===== src/rtl/serial_loop_monitor_pkg.sv =====
// Shared types and helpers for the multi-channel serial loop monitor.
package serial_mon_pkg;

    // TX drive mode, common to all channels.
    typedef enum logic [1:0] {
        MODE_PASS  = 2'd0,
        MODE_SYNC  = 2'd1,
        MODE_MUTE  = 2'd2,
        MODE_BREAK = 2'd3
    } mode_e;

    // Activity LED pulse-stretcher states.
    typedef enum logic {
        ST_IDLE   = 1'b0,
        ST_ACTIVE = 1'b1
    } stretch_state_e;

    // 50 ms LED on-time at a 48 MHz ref_clk.
    localparam int unsigned DEFAULT_STRETCH_CYCLES = 2400000;

    // Bits needed to hold values 0..value-1; never less than 1.
    function automatic int unsigned clog2(input int unsigned value);
        int unsigned bits;
        bits = 1;
        for (int i = 1; i < 32; i++) begin
            if (((value - 1) >> i) != 0) begin
                bits = i + 1;
            end
        end
        return bits;
    endfunction

endpackage


===== src/rtl/serial_loop_monitor_if.sv =====
// Pin-side bundle of the serial loop monitor: RX in, controls, TX/LED/OD/count out.
interface serial_loop_monitor_if #(
    parameter int CHANNELS = 1,
    parameter int CNT_W    = 8
);
    logic [CHANNELS-1:0]       rx_in;
    logic [1:0]                mode;
    logic                      cnt_clr;
    logic [CHANNELS-1:0]       tx_out;
    logic [CHANNELS-1:0]       led_n;
    logic [CHANNELS-1:0]       od_oe;
    logic [CHANNELS*CNT_W-1:0] act_cnt;

    // Board / top-level side: drives the pins and controls.
    modport master (
        output rx_in, mode, cnt_clr,
        input  tx_out, led_n, od_oe, act_cnt
    );

    // Monitor side.
    modport slave (
        input  rx_in, mode, cnt_clr,
        output tx_out, led_n, od_oe, act_cnt
    );
endinterface


===== src/rtl/serial_loop_monitor_act_channel.sv =====
// One serial line: synchroniser, falling-edge detect, LED stretcher FSM,
// open-drain mirror register and saturating edge counter.
module act_channel
    import serial_mon_pkg::*;
#(
    parameter int SYNC_STAGES    = 2,
    parameter int STRETCH_CYCLES = DEFAULT_STRETCH_CYCLES,
    parameter int CNT_W          = 8
) (
    input  logic             ref_clk,
    input  logic             rst_n,
    input  logic             rx_in,
    input  logic             cnt_clr,
    output logic             rx_s,
    output logic             led_n,
    output logic             od_oe,
    output logic [CNT_W-1:0] act_cnt
);
    localparam int               STR_W      = clog2(STRETCH_CYCLES);
    localparam logic [STR_W-1:0] STR_RELOAD = STR_W'(STRETCH_CYCLES - 1);
    localparam logic [CNT_W-1:0] CNT_MAX    = '1;

    logic [SYNC_STAGES-1:0] sync_q;
    logic                   rx_prev_q;
    logic                   fe;
    stretch_state_e         state_q, state_d;
    logic [STR_W-1:0]       str_cnt_q, str_cnt_d;
    logic                   led_on_d;

    // Synchroniser chain, reset to the idle-high line level.
    // NOTE: every clocked process uses non-blocking (<=) so all flops sample pre-edge values.
    always_ff @(posedge ref_clk or negedge rst_n) begin
        if (!rst_n) begin
            sync_q <= '1;
        end else begin
            sync_q <= {sync_q[SYNC_STAGES-2:0], rx_in};
        end
    end

    assign rx_s = sync_q[SYNC_STAGES-1];

    // One-cycle history of the synchronised line for edge detection.
    always_ff @(posedge ref_clk or negedge rst_n) begin
        if (!rst_n) begin
            rx_prev_q <= 1'b1;
        end else begin
            rx_prev_q <= rx_s;
        end
    end

    assign fe = rx_prev_q & ~rx_s;

    // Stretcher state register.
    always_ff @(posedge ref_clk or negedge rst_n) begin
        if (!rst_n) begin
            state_q   <= ST_IDLE;
            str_cnt_q <= '0;
        end else begin
            state_q   <= state_d;
            str_cnt_q <= str_cnt_d;
        end
    end

    // Stretcher next state: load on an edge, count down, drop to IDLE at zero.
    // NOTE: defaults at the top of a combinational block keep every path assigned, so no latch is inferred.
    always_comb begin
        state_d   = state_q;
        str_cnt_d = str_cnt_q;
        if (fe) begin
            state_d   = ST_ACTIVE;
            str_cnt_d = STR_RELOAD;
        end else if (state_q == ST_ACTIVE) begin
            if (str_cnt_q != '0) begin
                str_cnt_d = str_cnt_q - STR_W'(1);
            end else begin
                state_d = ST_IDLE;
            end
        end
    end

    // LED is lit while stretching or while the line is held low.
    always_comb begin
        led_on_d = (state_d == ST_ACTIVE) | ~rx_s;
    end

    // Registered LED and open-drain mirror drives.
    always_ff @(posedge ref_clk or negedge rst_n) begin
        if (!rst_n) begin
            led_n <= 1'b1;
            od_oe <= 1'b0;
        end else begin
            led_n <= ~led_on_d;
            od_oe <= ~rx_s;
        end
    end

    // Saturating falling-edge counter; clear wins over a coincident edge.
    always_ff @(posedge ref_clk or negedge rst_n) begin
        if (!rst_n) begin
            act_cnt <= '0;
        end else if (cnt_clr) begin
            act_cnt <= '0;
        end else if (fe && (act_cnt != CNT_MAX)) begin
            act_cnt <= act_cnt + CNT_W'(1);
        end
    end

endmodule


===== src/rtl/serial_loop_monitor.sv =====
// Multi-channel RX->TX loopback monitor: per-channel activity blocks plus
// the shared TX mode mux and output bus packing.
module serial_loop_monitor
    import serial_mon_pkg::*;
#(
    parameter int CHANNELS       = 1,
    parameter int SYNC_STAGES    = 2,
    parameter int STRETCH_CYCLES = DEFAULT_STRETCH_CYCLES,
    parameter int CNT_W          = 8
) (
    input  logic                 ref_clk,
    input  logic                 rst_n,
    serial_loop_monitor_if.slave bus
);
    mode_e               mode;
    logic [CHANNELS-1:0] rx_s;
    logic [CHANNELS-1:0] tx_d, tx_q;

    assign mode = mode_e'(bus.mode);

    for (genvar i = 0; i < CHANNELS; i++) begin : g_ch
        act_channel #(
            .SYNC_STAGES    (SYNC_STAGES),
            .STRETCH_CYCLES (STRETCH_CYCLES),
            .CNT_W          (CNT_W)
        ) u_ch (
            .ref_clk (ref_clk),
            .rst_n   (rst_n),
            .rx_in   (bus.rx_in[i]),
            .cnt_clr (bus.cnt_clr),
            .rx_s    (rx_s[i]),
            .led_n   (bus.led_n[i]),
            .od_oe   (bus.od_oe[i]),
            .act_cnt (bus.act_cnt[i*CNT_W +: CNT_W])
        );
    end

    // Registered TX level for the non-PASS modes; PASS keeps it tracking rx_s
    // so a switch to SYNC is seamless.
    always_comb begin
        tx_d = rx_s;
        unique case (mode)
            MODE_MUTE:  tx_d = '1;
            MODE_BREAK: tx_d = '0;
            default:    tx_d = rx_s;
        endcase
    end

    // TX register, idle high in reset.
    always_ff @(posedge ref_clk or negedge rst_n) begin
        if (!rst_n) begin
            tx_q <= '1;
        end else begin
            tx_q <= tx_d;
        end
    end

    // PASS is a combinational wire from the RX pins, live even during reset.
    assign bus.tx_out = (mode == MODE_PASS) ? bus.rx_in : tx_q;

endmodule


===== src/flat_wrapper.sv =====
// flat-port wrapper written by rule: the top's interface ports become plain ports
module serial_loop_monitor_flat import serial_mon_pkg::*;
#(
    parameter int CHANNELS       = 1,
    parameter int SYNC_STAGES    = 2,
    parameter int STRETCH_CYCLES = DEFAULT_STRETCH_CYCLES,
    parameter int CNT_W          = 8
)
  (ref_clk, rst_n, bus_rx_in, bus_mode, bus_cnt_clr, bus_tx_out, bus_led_n, bus_od_oe, bus_act_cnt);
  serial_loop_monitor_if #(.CHANNELS(CHANNELS), .CNT_W(CNT_W)) bus_i ();
  input  logic ref_clk;
  input  logic rst_n;
  input wire logic [$bits(bus_i.rx_in)-1:0] bus_rx_in;
  input wire logic [$bits(bus_i.mode)-1:0] bus_mode;
  input wire logic [$bits(bus_i.cnt_clr)-1:0] bus_cnt_clr;
  output wire logic [$bits(bus_i.tx_out)-1:0] bus_tx_out;
  output wire logic [$bits(bus_i.led_n)-1:0] bus_led_n;
  output wire logic [$bits(bus_i.od_oe)-1:0] bus_od_oe;
  output wire logic [$bits(bus_i.act_cnt)-1:0] bus_act_cnt;
  assign bus_i.rx_in = bus_rx_in;
  assign bus_i.mode = bus_mode;
  assign bus_i.cnt_clr = bus_cnt_clr;
  assign bus_tx_out = bus_i.tx_out;
  assign bus_led_n = bus_i.led_n;
  assign bus_od_oe = bus_i.od_oe;
  assign bus_act_cnt = bus_i.act_cnt;
  serial_loop_monitor #(.CHANNELS(CHANNELS), .SYNC_STAGES(SYNC_STAGES), .STRETCH_CYCLES(STRETCH_CYCLES), .CNT_W(CNT_W)) u_core (.ref_clk(ref_clk), .rst_n(rst_n), .bus(bus_i));
endmodule

===== config.mk =====
export PLATFORM = sky130hd
export DESIGN_NAME = serial_loop_monitor_flat
export DESIGN_NICKNAME = d
export VERILOG_FILES = /design/src/rtl/serial_loop_monitor_pkg.sv /design/src/rtl/serial_loop_monitor_if.sv /design/src/rtl/serial_loop_monitor_act_channel.sv /design/src/rtl/serial_loop_monitor.sv /design/src/flat_wrapper.sv
export SDC_FILE = /design/constraint.sdc
export NUM_CORES = 1
export LEC_CHECK = 0
export BUFFER_PORTS_ARGS = -buffer_cell sky130_fd_sc_hd__buf_2
export CAP_MARGIN = 20
export CORE_MARGIN = 1.5
export CORE_UTILIZATION = 52
export DETAILED_ROUTE_END_ITERATION = 10
export PLACE_DENSITY = 0.74
export SYNTH_ARGS = -nofsm -noshare
export SYNTH_HDL_FRONTEND = slang
export SYNTH_SLANG_ARGS = --single-unit
export TNS_END_PERCENT = 20

===== constraint.sdc =====
create_clock -name ref_clk -period 2.18 [get_ports ref_clk]
set_clock_uncertainty 0.05 [all_clocks]
set_input_delay 0.218 -clock ref_clk [delete_from_list [all_inputs] [get_ports ref_clk]]
set_output_delay 0.218 -clock ref_clk [all_outputs]
set_load 0.02 [all_outputs]

==> results by group <==
CTS
  – Clock slew at reported path FFs: ~100 ps
  – Total CTS buffers: 5
  – Post-CTS Setup Bufs: 0
  – Maximum root-to-sink buffer count: 2
  – Clk Latency, worst-skew pair: between 300 and 400 ps
  – Clock tree root driver cell: clkbuf_4
  – H-tree Lvls: 2
  – CTS Sinks: 37
  – CTS tree: done

Yosys
  – Post-synth EDFFs: 0
  – Top FF cell, synth: dfrtp_1
  – Cell area after synthesis: around 1800 um^2
  – Syn nets: approximately 190
  – Sequential fraction of the synthesis area: 0.517
  – Syn Inst Count: ~180
  – Register bit total from synthesis: 37
  – Post-Syn Area per Cell: 10.1 um^2
  – Cell variety after synth: 37
  – Ys async rst share: 1.00
  – Warning count from the yosys run: 0

Pwr
  – Clk network pwr share: 0.284
  – Total power: about 1.3 mW
  – Leak Pwr: between 0.8 and 0.9 nW
  – Sequential Power Share: 0.594
  – PwrDens: around 600 nW/um^2
  – Combinational Power Share: 0.122
  – Internal: around 940 uW
  – Switching share of power: 0.260
  – Maximum VDD drop: approximately 0.00047 V
  – P_sw: ~330 uW

Placed design
  – GPL Wtd Cong: 0.765
  – Port bufs: 16
  – HPWL Detailed: around 2700 um

Route
  – Detail Route Antenna Nets: 0
  – Via count: between 1000 and 1500
  – Vias/cell: 5.71
  – WL final: between 3000 and 4000 um
  – # DRC: 0
  – First drt pass iteration count: 4
  – Initial DRC count: 55
  – Routed len/inst: 14.8 um

Die
  – Num rows: 21
  – Top Ports: 17
  – Core Area: ~3300 um^2
  – Die ar.: approximately 3800 um^2
  – Die Ht: approximately 62 um
  – Initial Utilization: 0.540
  – Die width: about 62 um

Setup path
  – Crit start category: flop
  – R2R cell count: 5
  – CP required: about 2400 ps
  – Crit Reg-Reg Startpoint: u_core.g_ch[0].u_ch.str_cnt_q[16]
  – Kind of critical path: flop to flop
  – Critical path origin: u_core.g_ch[0].u_ch.str_cnt_q[16]
  – Reg2Reg Setup Slack: -80 ps
  – Kind of end point of the critical path: flop
  – WP data arrival: approximately 2400 ps
  – Peak fanout along the critical path: 5

STA
  – Total Neg Setup Slack: -313 ps
  – Max_slew headroom: 0.475
  – Max Slew Vio Count: 0
  – Hold WS: ~14 ps
  – Max Freq: 0.442 GHz
  – Worst Slack Setup Final: -82.7 ps
  – RSZ-0062 raised after global routing: true
  – Final Hold Viols: 0
  – Tcrit/Tclk final: 1.04
  – Setup violators final: 9
  – Min Tclk post-route: around 2300 ps
  – Actual slew at the worst max-slew pin: just under 800 ps

Global routing
  – Initial antenna violation count: 0
  – Overflow after GRT: 0
  – Vias in the first global route: roughly 1400
  – Largest net degree at the start of global routing: 38
  – Gr usage total: 0.232
  – First-pass GRT wire length: 6440 um

Outcome
  – Status: finished, violations left
  – Violated checks: negative setup slack

Final layout
  – Area Overhead vs Synth: 19.1%
  – Layout cells sized above 1: 0.260
  – Antenna cells: 0
  – Fin util: 0.643
  – Nets@finish: roughly 220

Min path
  – Hold Crit Class: input pin to flop
  – HP Start: bus_mode[1]
  – WHS Path Cells: 2

Flow run
  – Max Cap Viol: 0
## power groups by stage
stage | Combinational, mW | Clock (mW) | Sequential, mW
3_5_place_dp | 0.148 | 0 | 0.767
3_3_place_gp | 0.137 | 0 | 0.763
6_report | 0.156 | 0.362 | 0.757
5_1_grt | 0.177 | 0.403 | 0.761
2_1_floorplan | 0.0768 | 0 | 0.767
4_1_cts | 0.153 | 0.371 | 0.754
## state kept, by name (all words and copies together) (netlist names)
signal / flops
u_core.g_ch.u_ch.act_cnt: 8
u_core.g_ch.u_ch.state_q: 1
u_core.g_ch.u_ch.rx_prev_q: 1
u_core.tx_q: 1
u_core.g_ch.u_ch.od_oe: 1
u_core.g_ch.u_ch.led_n: 1
u_core.g_ch.u_ch.sync_q: 2
u_core.g_ch.u_ch.str_cnt_q: 22
## synth_stat cells, types with 2 or more instances
cell type,count,area [um^2]
a21oi_1,8,40.0
o311ai_0,2,17.5
or2_2,5,31.3
dfrtp_1,32,801
nand2_1,18,67.6
dfstp_2,5,131
nor2_1,13,48.8
o31a_1,3,26.3
inv_1,7,26.3
o21ai_0,5,25.0
o31ai_1,8,60.1
or4_1,7,52.6
nor3_1,6,30.0
xor2_1,3,26.3
nand3_1,9,45.0
clkbuf_1,3,11.3
and2_1,2,12.5
nor4_1,6,37.5
or3_1,7,43.8
nor4b_1,3,26.3
ha_1,2,25.0
xnor2_1,10,87.6
## critical path, cell delays in order, from the launching register on
cell and delay [ps]:
dfrtp_1 400, or4_4 540, or4b_4 560, o21ai_4 190, nor4_1 70, or3_1 350
## cell usage in the layout (no fill, tap or decap), types with 3 or more instances in the layout
cell type      instances
or2_2                  5
dfrtp_1               32
or3_1                  7
nor4_1                 5
buf_4                 16
xnor2_1               10
nand2_1               18
buf_2                 16
o31ai_1                8
clkbuf_4               5
nor3_1                 5
o21ai_0                5
or4_1                  6
nor2_1                13
dlygate4sd3_1          3
a21oi_1                8
dfstp_2                5
nand3_1                9
inv_1                  7
o31a_1                 3
xor2_1                 3
## metal layers
layer | part of all wire | GRT usage
met2 | 0.53 | 0.395
met4 | 0.011 | 0.0912
met3 | 0.028 | 0.0455
met5 | 0 | 0
met1 | 0.43 | 0.291
## layout make-up
class | instances | area [um^2]
inverter | 7 | 26.3
clock buffer | 7 | 55.1
fill | 277 | 1190
multi-input combinational | 129 | 846
sequential | 37 | 932
tap | 46 | 57.6
timing repair buffer | 35 | 230
## metrics by stage
stage / cell area [um^2] / setup WS [ps] / cells
after global placement: 2030 / -4.85 / 251
final: 2150 / -82.7 / 261
after CTS: 2120 / -67.0 / 261
after detailed placement: 2030 / -71.2 / 251
after global routing: 2150 / -126 / 261
after floorplan: 1800 / -119 / 179
## timing repair
| action | CTS | global route |
|---|---|---|
| endpoints found under the setup margin | 14 | 16 |
| resized for setup | 1 | 5 |
| hold buffers | 3 | 0 |
| pin swaps | 0 | 1 |
| hold endpoints to repair | 34 | 0 |
## worst paths after layout
path,end
max in group asynchronous,u_core.g_ch[0].u_ch.str_cnt_q[13]
worst max register to register,u_core.g_ch[0].u_ch.str_cnt_q[11]
worst max-delay path,u_core.g_ch[0].u_ch.str_cnt_q[11]
min in group asynchronous,u_core.g_ch[0].u_ch.str_cnt_q[0]
worst min-delay path,u_core.tx_q
worst min register to register,u_core.g_ch[0].u_ch.sync_q[1]
## logic make-up (layout without fill, tap and decap cells)
group | count (synthesis) | count (layout) | synth area share
mux | 2 | 2 | 0.0118
flops | 37 | 37 | 0.517
xor+xnor | 13 | 13 | 0.0632
simple gates | 79 | 79 | 0.234
buf+inv | 13 | 49 | 0.0298
fa+ha+maj | 2 | 2 | 0.0139
compound gates | 33 | 33 | 0.130
(Power assumes the default switching activity.)
